### config.mk
export PLATFORM = sky130hd
export DESIGN_NAME = gbcam_reg_bank
export DESIGN_NICKNAME = d
export VERILOG_FILES = /design/src/rtl/gbcam_reg_bank.sv
export SDC_FILE = /design/constraint.sdc
export NUM_CORES = 1
export LEC_CHECK = 0
export CAP_MARGIN = 20
export CORE_UTILIZATION = 35
export CTS_BUF_LIST = sky130_fd_sc_hd__clkbuf_16
export DETAILED_ROUTE_END_ITERATION = 16
export GPL_TIMING_DRIVEN = 0
export PLACE_DENSITY = 0.66
export SLEW_MARGIN = 10
export SYNTH_ARGS = -nofsm -noshare
export SYNTH_HDL_FRONTEND = slang
export SYNTH_SLANG_ARGS = --single-unit
### constraint.sdc
create_clock -name sys_clock -period 3.35 [get_ports sys_clock]
set_input_delay 0.67 -clock sys_clock [delete_from_list [all_inputs] [get_ports sys_clock]]
set_output_delay 0.67 -clock sys_clock [all_outputs]
set_load 0.005 [all_outputs]
### src/rtl/gbcam_reg_bank.sv
// Camera-mapper register bank: direct control registers plus a queued BRAM write path.
// Optional macro GBCAM_REG_READBACK_EN enables readback of registers 1..N-1 and a FIFO status byte.
module gbcam_reg_bank #(
    parameter int                     NUM_DIRECT_REGS = 6,
    parameter logic [4:0]             REG_BANK_ID     = 5'h10,
    parameter int                     ADDR_BITS       = 7,
    parameter int                     BRAM_ADDR_W     = 10,
    parameter logic [BRAM_ADDR_W-1:0] BRAM_BASE       = 10'h200,
    parameter int                     FIFO_DEPTH      = 4,
    parameter int                     SYNC_STAGES     = 2
) (
    input  logic                         sys_clock,
    input  logic                         sys_resetn,
    input  logic [15:0]                  Cart_a,
    input  logic [7:0]                   Cart_d_in,
    input  logic                         Cart_nRD,
    input  logic                         Cart_nWR,
    input  logic                         Cart_nCS,
    input  logic [4:0]                   Ram_bank_id,
    input  logic                         Sig_CamCaptureFinish,
    output logic                         Reg_OutputValid,
    output logic [7:0]                   Reg_OutputData,
    output logic                         Bram_Req_Write,
    output logic [BRAM_ADDR_W-1:0]       Bram_Addr,
    output logic [7:0]                   Bram_Data,
    input  logic                         Bram_WriteRegDone,
    output logic [8*NUM_DIRECT_REGS-1:0] Reg_Flat,
    output logic                         Cam_Capture,
    output logic [$clog2(FIFO_DEPTH):0]  Fifo_Level,
    output logic                         Fifo_Overflow
);
    localparam int PW = $clog2(FIFO_DEPTH);
    localparam int LW = PW + 1;
    localparam int WW = (ADDR_BITS > BRAM_ADDR_W) ? ADDR_BITS : BRAM_ADDR_W;
    localparam logic [ADDR_BITS-1:0] NUM_A = ADDR_BITS'(NUM_DIRECT_REGS);

    typedef enum logic {S_IDLE, S_REQ} drain_state_t;

    logic [SYNC_STAGES-1:0] nwr_sync, ncs_sync, nrd_sync, cap_sync;
    logic nwr_prev, ncs_prev, cap_prev;

    logic [7:0] regs [NUM_DIRECT_REGS];
    logic [BRAM_ADDR_W-1:0] fifo_addr [FIFO_DEPTH];
    logic [7:0]             fifo_data [FIFO_DEPTH];
    logic [LW-1:0]          wr_ptr, rd_ptr, fifo_level;
    drain_state_t           state;

    logic                   sel, wr_evt, rd_evt, ncs_rise, cap_rise, is_direct;
    logic                   push_req, push_ok, pop, full, empty;
    logic [ADDR_BITS-1:0]   reg_addr, ofs;
    logic [WW-1:0]          ofs_wide;
    logic [BRAM_ADDR_W-1:0] push_addr;
    logic [7:0]             rd_value;
    logic                   unused_addr;

    assign unused_addr = ^Cart_a;

    always_ff @(posedge sys_clock or negedge sys_resetn) begin
        if (!sys_resetn) begin
            nwr_sync <= '1;
            ncs_sync <= '1;
            nrd_sync <= '1;
            cap_sync <= '0;
            nwr_prev <= 1'b1;
            ncs_prev <= 1'b1;
            cap_prev <= 1'b0;
        end else begin
            nwr_sync <= {nwr_sync[SYNC_STAGES-2:0], Cart_nWR};
            ncs_sync <= {ncs_sync[SYNC_STAGES-2:0], Cart_nCS};
            nrd_sync <= {nrd_sync[SYNC_STAGES-2:0], Cart_nRD};
            cap_sync <= {cap_sync[SYNC_STAGES-2:0], Sig_CamCaptureFinish};
            nwr_prev <= nwr_sync[SYNC_STAGES-1];
            ncs_prev <= ncs_sync[SYNC_STAGES-1];
            cap_prev <= cap_sync[SYNC_STAGES-1];
        end
    end

    // Address and data come straight from the bus; the CPU holds them stable across the strobe.
    assign sel       = (Cart_a[15:13] == 3'b101) && !Cart_nCS && (Ram_bank_id == REG_BANK_ID);
    assign reg_addr  = Cart_a[ADDR_BITS-1:0];
    assign wr_evt    = nwr_prev && !nwr_sync[SYNC_STAGES-1] && sel;
    assign rd_evt    = ncs_prev && !ncs_sync[SYNC_STAGES-1] && !nrd_sync[SYNC_STAGES-1] && sel;
    assign ncs_rise  = !ncs_prev && ncs_sync[SYNC_STAGES-1];
    assign cap_rise  = cap_sync[SYNC_STAGES-1] && !cap_prev;
    assign is_direct = reg_addr < NUM_A;

    assign ofs       = reg_addr - NUM_A;
    assign ofs_wide  = WW'(ofs) | WW'(BRAM_BASE);
    assign push_addr = ofs_wide[BRAM_ADDR_W-1:0];

    assign fifo_level = wr_ptr - rd_ptr;
    assign full       = fifo_level == LW'(FIFO_DEPTH);
    assign empty      = fifo_level == '0;
    assign push_req   = wr_evt && !is_direct;
    assign pop        = (state == S_REQ) && Bram_WriteRegDone;
    assign push_ok    = push_req && (!full || pop);

    always_ff @(posedge sys_clock or negedge sys_resetn) begin
        if (!sys_resetn) begin
            for (int unsigned k = 0; k < NUM_DIRECT_REGS; k++) regs[k] <= '0;
        end else begin
            for (int unsigned k = 0; k < NUM_DIRECT_REGS; k++) begin
                if (k == 0 && cap_rise)
                    regs[k] <= '0;
                else if (wr_evt && reg_addr == ADDR_BITS'(k))
                    regs[k] <= Cart_d_in;
            end
        end
    end

    always_ff @(posedge sys_clock) begin
        if (push_ok) begin
            fifo_addr[wr_ptr[PW-1:0]] <= push_addr;
            fifo_data[wr_ptr[PW-1:0]] <= Cart_d_in;
        end
    end

    always_ff @(posedge sys_clock or negedge sys_resetn) begin
        if (!sys_resetn) begin
            wr_ptr         <= '0;
            rd_ptr         <= '0;
            Fifo_Overflow  <= 1'b0;
            state          <= S_IDLE;
            Bram_Req_Write <= 1'b0;
            Bram_Addr      <= '0;
            Bram_Data      <= '0;
        end else begin
            if (push_ok)
                wr_ptr <= wr_ptr + 1'b1;
            if (wr_evt && reg_addr == '0)
                Fifo_Overflow <= 1'b0;
            else if (push_req && !push_ok)
                Fifo_Overflow <= 1'b1;
            case (state)
                S_IDLE: begin
                    if (!empty) begin
                        state          <= S_REQ;
                        Bram_Req_Write <= 1'b1;
                        Bram_Addr      <= fifo_addr[rd_ptr[PW-1:0]];
                        Bram_Data      <= fifo_data[rd_ptr[PW-1:0]];
                    end
                end
                S_REQ: begin
                    if (Bram_WriteRegDone) begin
                        rd_ptr         <= rd_ptr + 1'b1;
                        state          <= S_IDLE;
                        Bram_Req_Write <= 1'b0;
                        Bram_Addr      <= '0;
                        Bram_Data      <= '0;
                    end
                end
                default: state <= S_IDLE;
            endcase
        end
    end

    always_comb begin
        rd_value = '0;
        if (reg_addr == '0) rd_value = regs[0];
`ifdef GBCAM_REG_READBACK_EN
        for (int unsigned k = 1; k < NUM_DIRECT_REGS; k++)
            if (reg_addr == ADDR_BITS'(k)) rd_value = regs[k];
        if (reg_addr == '1) rd_value = {Fifo_Overflow, full, 6'(fifo_level)};
`endif
    end

    always_ff @(posedge sys_clock or negedge sys_resetn) begin
        if (!sys_resetn) begin
            Reg_OutputValid <= 1'b0;
            Reg_OutputData  <= '0;
        end else if (rd_evt) begin
            Reg_OutputValid <= 1'b1;
            Reg_OutputData  <= rd_value;
        end else if (ncs_rise) begin
            Reg_OutputValid <= 1'b0;
            Reg_OutputData  <= '0;
        end
    end

    always_comb begin
        Reg_Flat = '0;
        for (int unsigned k = 0; k < NUM_DIRECT_REGS; k++)
            Reg_Flat[8*k +: 8] = regs[k];
    end

    assign Cam_Capture = regs[0][0];
    assign Fifo_Level  = fifo_level;

endmodule
==> metrics.md, run 1 <==
| Metric | Value |
|---|---|
| Count leader, synth | `dfrtp_1` |
| Reg power frac | `0.429` |
| # diodes | `0` |
| Fin util | `0.479` |
| Width of the die | `approximately 130 um` |
| Mapped Avg Cell Area | `16.7 um^2` |
| CTS H-tree depth | `4` |
| Compound-cell area share of the yosys netlist | `0.0421` |
| Area grow syn2layout | `32.6%` |
| Final worst setup slack | `approximately 0.34 ns` |
| Final setup TNS | `0 ns` |
| NetSw | `approximately 1.2 mW` |
| Post-Syn Area | `6030 um^2` |
| Clock buffer depth | `2` |
| GPL Wtd Cong | `0.725` |
| Path type of the worst setup path | `reg2out` |
| Fin. max-slew vios | `0` |
| Fin. Hold Viols | `0` |
| Share of layout cells above drive strength 1 | `0.237` |
| Yosys reg bits | `152` |
| Fin cells | `723` |
| Post-Route WL | `12900 um` |
| Clk network pwr share | `0.374` |
| Sw Share | `0.251` |
| Wire per inst | `17.9 um` |
| Yosys warns | `0` |
| Main combinational cell family by area after synthesis | `multiplexers` |
| Critical Path AT | `between 2 and 2.5 ns` |
| Synth top area cells | `dfrtp_1 (35%), edfxtp_1 (30%), mux2_2 (7.5%)` |
| Final min period | `around 3 ns` |
| Top cell types by occurrence after synthesis | `dfrtp_1 (84), edfxtp_1 (60), mux2_2 (40)` |
| Mux cell area share after synthesis | `0.146` |
| Outcome | `finished, final reports clean` |
| Clk root buf | `clkbuf_16` |
| Post-synthesis cell count | `between 300 and 400` |
| # IOs | `117` |
| Fin area | `approximately 8000 um^2` |
| Power Dens Cells | `617 nW/um^2` |
| Fin Hold WS | `0.175 ns` |
| Synth Area in Adders | `0.0178` |
| NumNets Final | `534` |
| Reg2reg start | `wr_ptr[0]$_DFFE_PN0P_` |
| Clk sinks | `152` |
| EDFF count, synth | `60` |
| Routed vias | `3543` |
| Slowest cell on crit path | `clkdlybuf4s50_1` |
| R2R Setup Slk | `0.59 ns` |
| Cell Int Power | `approximately 3.7 mW` |
| Yosys top cell area share | `0.348` |
| CP max stage delay | `0.52 ns` |
| DP Wirelength | `8920 um` |
| I/O Buffers | `108` |
| Largest net degree at the start of global routing | `65` |
| Place WS | `0.116 ns` |
| Total power | `4.94 mW` |
| Worst R2R Path Depth | `6` |
| Postcts setup bufs | `0` |
| DRT iter0 DRCs | `222` |
| Clk_skew | `0.00962 ns` |
| Simple-Gate Fraction of Synth Area | `0.0796` |
| CTS resizes | `0` |
| Final setup fails | `0` |
| Ys flop type | `dfrtp_1` |
| Drt drc | `0` |
| CP Cell Sequence | `inv_1 > ha_1 > fa_1 > xor3_2 > clkdlybuf4s50_1` |
| Initial DRT Pass Iterations | `4` |
| Skew-Pair Late Insertion Delay | `slightly above 0.4 ns` |
| Worst slew margin | `0.438` |
| Fin crit share | `0.898` |
| Cell taking the most area after synthesis | `dfrtp_1` |
| CP top delay family | `buffers and inverters` |
| Hold_buf cts | `0` |
| Worst-margin pin slew | `0.843 ns` |
| GRT Util Overall | `0.158` |
| Peak Freq | `332 MHz` |
| CTS tree | `yes` |
| Worst Hold Class | `in2async` |
| First-pass GRT wire length | `around 21000 um` |
| Post-Place Cells | `691` |
| End of the worst register-to-register path | `fifo_data[0][2]$_DFFE_PP_` |
| Synth unique cells | `48` |
| Post-synthesis sequential area ratio | `0.682` |
| Placement Cell Area | `7420 um^2` |
| Comb power frac | `0.197` |
| Leak Pwr | `~3.4 nW` |
| Die area | `17800 um^2` |
| Maximum VDD drop | `~0.28 mV` |
| Rows | `47` |
| Post-DRT Antenna Nets | `0` |
| Ys async rst share | `0.605` |
| Buf+Inv Stages, Crit Path | `2` |
| Total CTS buffers | `17` |
| Number of fill cells | `1446` |
| Synth Area in XOR/XNOR | `0.0158` |
| Antenna violations before repair | `0` |
| Vias per inst | `4.90` |
| Core ar. | `16700 um^2` |
| Maxcap violations | `0` |
| Total grt overflow | `0` |
| Startpoint types | `flip-flop` |
| Initial core utilization | `0.361` |
| Worst-path maximum fanout | `6` |
| Number of global-route vias before repair | `3747` |
| Critical Path RT | `2.68 ns` |
| CTS clk-pin slew, worst paths | `0.06 ns` |
| RSZ-0062 raised after global routing | `no` |
| Die Height | `133 um` |
| Crit end category | `primary output` |
## layout by cell type, fill, tap and decap left out, types with 2 or more instances in the layout
master	synthesis	routed
clkdlybuf4s50_1	0	107
dfrtp_1	84	84
edfxtp_1	60	60
mux2_2	40	40
nand2_1	21	21
and3_1	19	19
clkbuf_16	0	17
mux4_2	15	15
a21o_1	15	15
inv_1	7	8
a22o_1	8	8
mux2i_1	8	8
dfstp_2	8	8
ha_1	7	7
nor2_1	5	5
clkbuf_1	5	5
nand3_1	5	5
buf_4	4	5
clkinvlp_4	0	5
xor2_1	4	4
xnor2_1	4	4
buf_2	3	3
o21ai_0	3	3
clkinv_4	0	3
a21oi_1	2	2
nor3b_1	2	2
nor4b_4	2	2
nand4_1	2	2
nor3_2	2	2
nor3_4	2	2
nor2_2	2	2
nor2_4	2	2
conb_1	1	2
bufinv_16	0	2
inv_6	0	2
## worst reg2reg max path, stage by stage (launching register included)
cell	delay, ns
dfrtp_1	0.38
inv_1	0.12
ha_1	0.22
fa_1	0.38
xor3_2	0.31
nand4_1	0.23
and3_1	0.75
## state kept, by name, summed over array words and instances, names as in the netlist
register,count
Fifo_Overflow,1
nrd_sync,2
Reg_OutputValid,1
Cam_Capture,1
Reg_OutputData,8
fifo_addr,28
nwr_sync,2
cap_prev,1
Bram_Addr,8
nwr_prev,1
ncs_prev,1
wr_ptr,3
cap_sync,2
state,1
fifo_data,32
Bram_Data,8
ncs_sync,2
rd_ptr,3
Reg_Flat,47
## routing by layer
layer,global-route usage,share of wire,up-vias
li1,-,-,1603
met1,0.202,0.43,1814
met2,0.247,0.48,114
met3,0.0609,0.076,12
met4,0.0492,0.011,0
met5,0,0,-
## worst max-delay path by stage
stage	start	slack (ns)	end	depth (start not counted)
floorplan	wr_ptr[0]$_DFFE_PN0P_	0.99	fifo_addr[3][0]$_DFFE_PP_	6
global placement	sys_resetn	-1.71	Bram_Addr[9]$_DFFE_PN0P_	1
detailed placement	Ram_bank_id[0]	0.12	fifo_data[3][2]$_DFFE_PP_	4
CTS	wr_ptr[0]$_DFFE_PN0P_	0.31	Fifo_Level[2]	5
global route	wr_ptr[0]$_DFFE_PN0P_	0.24	Fifo_Level[2]	5
finish	wr_ptr[0]$_DFFE_PN0P_	0.34	Fifo_Level[2]	5
## power groups by stage
stage	sequential (mW)	clock, mW	combinational (mW)
3_5_place_dp	2.16	0	0.989
5_1_grt	2.14	1.98	1.06
4_1_cts	2.12	1.89	0.995
3_3_place_gp	2.15	0	0.966
6_report	2.12	1.84	0.972
2_1_floorplan	2.15	0	0.554
## layout make-up
class,count,area (um^2),area share
flip-flops and latches,152,4110,0.514
clock inverters,15,154,0.0192
clock buffers,17,425,0.0532
plain buffers,14,72.6,0.00907
well taps,220,275,0.0344
multi-input cells,189,1820,0.228
inverters,7,26.3,0.00329
repair buffers,109,1110,0.138
## cell families (layout without fill, tap and decap cells)
kind of cell / Yosys count / in the layout
muxes: 64 / 64
DFF: 152 / 152
other: 1 / 2
AOI/OAI and AO/OA: 33 / 33
adders and majority gates: 8 / 8
and+or+nand+nor: 73 / 73
buffers and inverters: 21 / 162
xor gates and xnor gates: 9 / 9
Power figures use the tool's default switching activity.
==> inputs of run 2 (changes only) <==
--- a/config.mk
+++ b/config.mk
@@ -5,12 +5,14 @@
 export SDC_FILE = /design/constraint.sdc
 export NUM_CORES = 1
 export LEC_CHECK = 0
+export ABC_AREA = 1
+export ABC_CLOCK_PERIOD_IN_PS = 3350
 export CAP_MARGIN = 20
 export CORE_UTILIZATION = 35
 export CTS_BUF_LIST = sky130_fd_sc_hd__clkbuf_16
 export DETAILED_ROUTE_END_ITERATION = 16
 export GPL_TIMING_DRIVEN = 0
-export PLACE_DENSITY = 0.66
+export PLACE_DENSITY = 0.65
 export SLEW_MARGIN = 10
 export SYNTH_ARGS = -nofsm -noshare
 export SYNTH_HDL_FRONTEND = slang
==> run 2 against run 1 <==
Fmax fell by 1.7%. Routed wire length increased by 11%. Clock-buffer cell count up 1. Clock power fell by 7%. Via count grew 24%. Worst hold slack got worse by 0.0013 ns. Critical path depth grew 4. Clock skew is essentially flat. Sequential power barely moved. First-iteration DRC count increased by 17%.
==> metrics.md, run 2 <==
| Metric | Value |
|---|---|
| Outcome | `finished, final reports clean (unchanged)` |
| Fin. max-slew vios | `0 (unchanged)` |
| CP Cell Sequence | `inv_1 > ha_1 > fa_1 > inv_1 > nand2_1 > nand3_1 > nand2_1 > inv_1 > clkdlybuf4s50_1 (was inv_1 > ha_1 > fa_1 > xor3_2 > clkdlybuf4s50_1)` |
| Share of layout cells above drive strength 1 | `0.152 (was 0.237)` |
| Post-DRT Antenna Nets | `0 (unchanged)` |
| Post-Syn Area | `6220 um^2 (was 6030 um^2)` |
| Commonest non-fill, non-tap cells in the layout | `nand2_1 (126), clkdlybuf4s50_1 (107), dfrtp_1 (84) (was clkdlybuf4s50_1 (107), dfrtp_1 (84), edfxtp_1 (60))` |
| Cell taking the most area after synthesis | `dfrtp_1 (unchanged)` |
| Area grow syn2layout | `31.1% (was 32.6%)` |
| Worst-path maximum fanout | `4 (was 6)` |
| Final min period | `3.06 ns (was 3.01 ns)` |
| Routed vias | `4398 (was 3543)` |
| Most frequent cell on the critical path | `inv_1` |
| Fin crit share | `0.914 (was 0.898)` |
| Ys flop type | `dfrtp_1 (unchanged)` |
| Fin util | `0.470 (was 0.479)` |
| Post-synthesis sequential area ratio | `0.661 (was 0.682)` |
| Mapped Avg Cell Area | `11.2 um^2 (was 16.7 um^2)` |
| Peak Freq | `327 MHz (was 332 MHz)` |
| Slowest cell on crit path | `clkdlybuf4s50_1 (unchanged)` |
| Critical Path AT | `2.39 ns (was 2.34 ns)` |
| GRT Max-Usage Layer | `met2 (unchanged)` |
| Die area | `18300 um^2 (was 17800 um^2)` |
| Maximum VDD drop | `0.399 mV (was 0.276 mV)` |
| Crit end category | `primary output (unchanged)` |
| Largest net degree at the start of global routing | `67 (was 65)` |
| Vias per inst | `4.77 (was 4.90)` |
| Count leader, synth | `nand2_1 (was dfrtp_1)` |
| CP max stage delay | `0.49 ns (was 0.52 ns)` |
| RSZ-0062 raised after global routing | `no (unchanged)` |
| Yosys top cell area share | `0.338 (was 0.348)` |
| Leading cell type in the layout, fill and taps excluded | `nand2_1 (was clkdlybuf4s50_1)` |
| Yosys reg bits | `152 (unchanged)` |
| Met2 Use GR | `0.262 (was 0.247)` |
| Grt met3 use | `0.0629 (was 0.0609)` |
| Die Height | `135 um (was 133 um)` |
| EDFF count, synth | `60 (unchanged)` |
| Path type of the worst setup path | `reg2out (unchanged)` |
| DP Wirelength | `9910 um (was 8920 um)` |
| Top cell types by occurrence after synthesis | `nand2_1 (126), dfrtp_1 (84), edfxtp_1 (60) (was dfrtp_1 (84), edfxtp_1 (60), mux2_2 (40))` |
| CTS clk-pin slew, worst paths | `0.06 ns (about the same)` |
| # diodes | `0 (unchanged)` |
| Yosys warns | `0 (unchanged)` |
| Fin Hold WS | `0.174 ns (was 0.175 ns)` |
| Hold_buf cts | `0 (unchanged)` |
| NumNets Final | `728 (was 534)` |
| Critical Path RT | `2.68 ns (about the same)` |
| Clk sinks | `152 (unchanged)` |
| CTS resizes | `0 (unchanged)` |
| Leak Pwr | `3.51 nW (was 3.37 nW)` |
| DRT iter0 DRCs | `259 (was 222)` |
| Met1 Usage GRT | `0.209 (was 0.202)` |
| Worst Hold Class | `in2async (unchanged)` |
| Fin. Hold Viols | `0 (unchanged)` |
| Synth top area cells | `dfrtp_1 (34%), edfxtp_1 (29%), nand2_1 (7.6%) (was dfrtp_1 (35%), edfxtp_1 (30%), mux2_2 (7.5%))` |
| # IOs | `117 (unchanged)` |
| First-pass GRT wire length | `22800 um (was 20800 um)` |
| Fin area | `8150 um^2 (was 8000 um^2)` |
| Total grt overflow | `0 (unchanged)` |
| Post-Route WL | `14400 um (was 12900 um)` |
| Core ar. | `17400 um^2 (was 16700 um^2)` |
| Skew-Pair Late Insertion Delay | `0.42 ns (was 0.41 ns)` |
| Worst slew margin | `0.376 (was 0.438)` |
| CP top delay family | `buffers and inverters (unchanged)` |
| Clk root buf | `clkbuf_16 (unchanged)` |
| Final setup fails | `0 (unchanged)` |
| Buf+Inv Stages, Crit Path | `4 (was 2)` |
| Postcts setup bufs | `0 (unchanged)` |
| Worst-margin pin slew | `0.935 ns (was 0.843 ns)` |
| Rows | `48 (was 47)` |
| Number of global-route vias before repair | `4418 (was 3747)` |
| Clk_skew | `0.00929 ns (was 0.00962 ns)` |
| CTS tree | `yes (unchanged)` |
| Clock buffer depth | `2 (unchanged)` |
| Synth unique cells | `32 (was 48)` |
| Width of the die | `135 um (was 133 um)` |
| I/O Buffers | `108 (unchanged)` |
| Placement Cell Area | `7620 um^2 (was 7420 um^2)` |
| Wire per inst | `15.6 um (was 17.9 um)` |
| Antenna violations before repair | `0 (unchanged)` |
| GRT Util Overall | `0.166 (was 0.158)` |
| Initial core utilization | `0.358 (was 0.361)` |
| GPL Wtd Cong | `0.832 (was 0.725)` |
| Total CTS buffers | `17 (unchanged)` |
| Initial DRT Pass Iterations | `4 (unchanged)` |
| Startpoint types | `flip-flop (unchanged)` |
| Total power | `5.12 mW (was 4.94 mW)` |
| Max reg flops | `47 (unchanged)` |
| Drt drc | `0 (unchanged)` |
| Ys async rst share | `0.605 (unchanged)` |
| CTS H-tree depth | `4 (unchanged)` |
| Maxcap violations | `0 (unchanged)` |
| Power Dens Cells | `628 nW/um^2 (was 617 nW/um^2)` |
| Post-synthesis cell count | `555 (was 361)` |
-- run 2: changes by cell type after synthesis, sizes merged, moves of 15 or more --
cell   before  now
mux4       15    0
o22ai       0   15
mux2       41    0
inv         7   37
nand3       5   47
nand2      21  136
nor2        9   53
o21ai       3   72
a21o       15    0
and3       19    0
-- run 2: power by group --
part / internal (mW) / switching, mW
sequential: 2.07 / 0.0841
combinational: 0.521 / 0.729
clock: 0.978 / 0.738
-- run 2: path summary, 6_finish.rpt --
kind	start	slack (ns)	cells after the start	to
max reg2reg	wr_ptr[0]$_DFFE_PN0P_	0.39	12	fifo_data[1][0]$_DFFE_PP_
min	sys_resetn	0.17	1	Reg_Flat[26]$_DFFE_PN0P_
min in group sys_clock	cap_sync[0]$_DFF_PN0_	0.35	0	cap_sync[1]$_DFF_PN0_
max in group asynchronous	sys_resetn	2.52	2	Bram_Addr[1]$_DFFE_PN0P_
max	wr_ptr[0]$_DFFE_PN0P_	0.29	9	Fifo_Level[2]
min reg2reg	cap_sync[0]$_DFF_PN0_	0.35	0	cap_sync[1]$_DFF_PN0_
-- run 2: worst register-to-register path: stages (launching register included) --
cell	delay [ns]
dfrtp_1	0.40
inv_1	0.12
ha_1	0.22
fa_1	0.39
inv_1	0.07
nand2_1	0.06
nand2_1	0.07
nand2_1	0.04
nand2_1	0.10
nor2_1	0.10
inv_1	0.13
nand2_2	0.13
nor2_2	0.74
-- run 2: area by class of cell --
cell class	instances	area (um^2)
fillers	1517	9200
flip-flops and latches	152	4110
multi-input cells	344	1830
repair buffers	109	1110
clock buffers	18	450
well taps	225	282
inverters	39	153
plain buffers	21	140
clock inverters	14	80.1
-- run 2: through the flow --
step	instances	setup slack, ns	TNS (ns)
after detailed placement	890	0.115	0
after floorplan	556	0.704	0
after CTS	922	0.262	0
after global placement	889	-1.61	-152.44
after global routing	922	0.0799	0
final	922	0.289	0
-- run 2: logic make-up (layout without fill, tap and decap cells) --
| family | Yosys count | after routing | share of synthesized area |
|---|---|---|---|
| and+or+nand+nor | 239 | 239 | 0.176 |
| other | 1 | 2 | 0.000603 |
| DFF | 152 | 152 | 0.661 |
| xor gates and xnor gates | 6 | 6 | 0.00845 |
| buffers and inverters | 60 | 201 | 0.0471 |
| adders and majority gates | 8 | 8 | 0.0173 |
| AOI/OAI and AO/OA | 89 | 89 | 0.0891 |
-- run 2: per-layer routing --
layer	vias to the layer above	routed length, um
met5	-	0
met4	0	182
met3	15	1240
met2	175	6560
met1	2099	6410
li1	2109	-
==> inputs of run 3 (changes only) <==
--- a/config.mk
+++ b/config.mk
@@ -6,13 +6,14 @@
 export NUM_CORES = 1
 export LEC_CHECK = 0
 export ABC_AREA = 1
-export ABC_CLOCK_PERIOD_IN_PS = 3350
+export ABC_CLOCK_PERIOD_IN_PS = 3300
 export CAP_MARGIN = 20
 export CORE_UTILIZATION = 35
 export CTS_BUF_LIST = sky130_fd_sc_hd__clkbuf_16
 export DETAILED_ROUTE_END_ITERATION = 16
 export GPL_TIMING_DRIVEN = 0
 export PLACE_DENSITY = 0.65
+export SKIP_CTS_REPAIR_TIMING = 1
 export SLEW_MARGIN = 10
 export SYNTH_ARGS = -nofsm -noshare
 export SYNTH_HDL_FRONTEND = slang
==> constraint.sdc (replaced) <==
create_clock -name sys_clock -period 3.3 [get_ports sys_clock]
set_input_delay 0.66 -clock sys_clock [delete_from_list [all_inputs] [get_ports sys_clock]]
set_output_delay 0.66 -clock sys_clock [all_outputs]
set_load 0.005 [all_outputs]
==> results of run 3 <==
Same layout as run 2 (identical final DEF). Status: finished, final reports clean.
Among the figures that moved: setup slack after placement 0.115 ns -> 0.0752 ns; setup slack after layout 0.289 ns -> 0.249 ns; hold slack 0.174 ns -> 0.164 ns; register-to-register setup slack 0.39 ns -> 0.34 ns; total power 5.12 mW -> 5.20 mW; worst IR drop on VDD 0.399 mV -> 0.405 mV
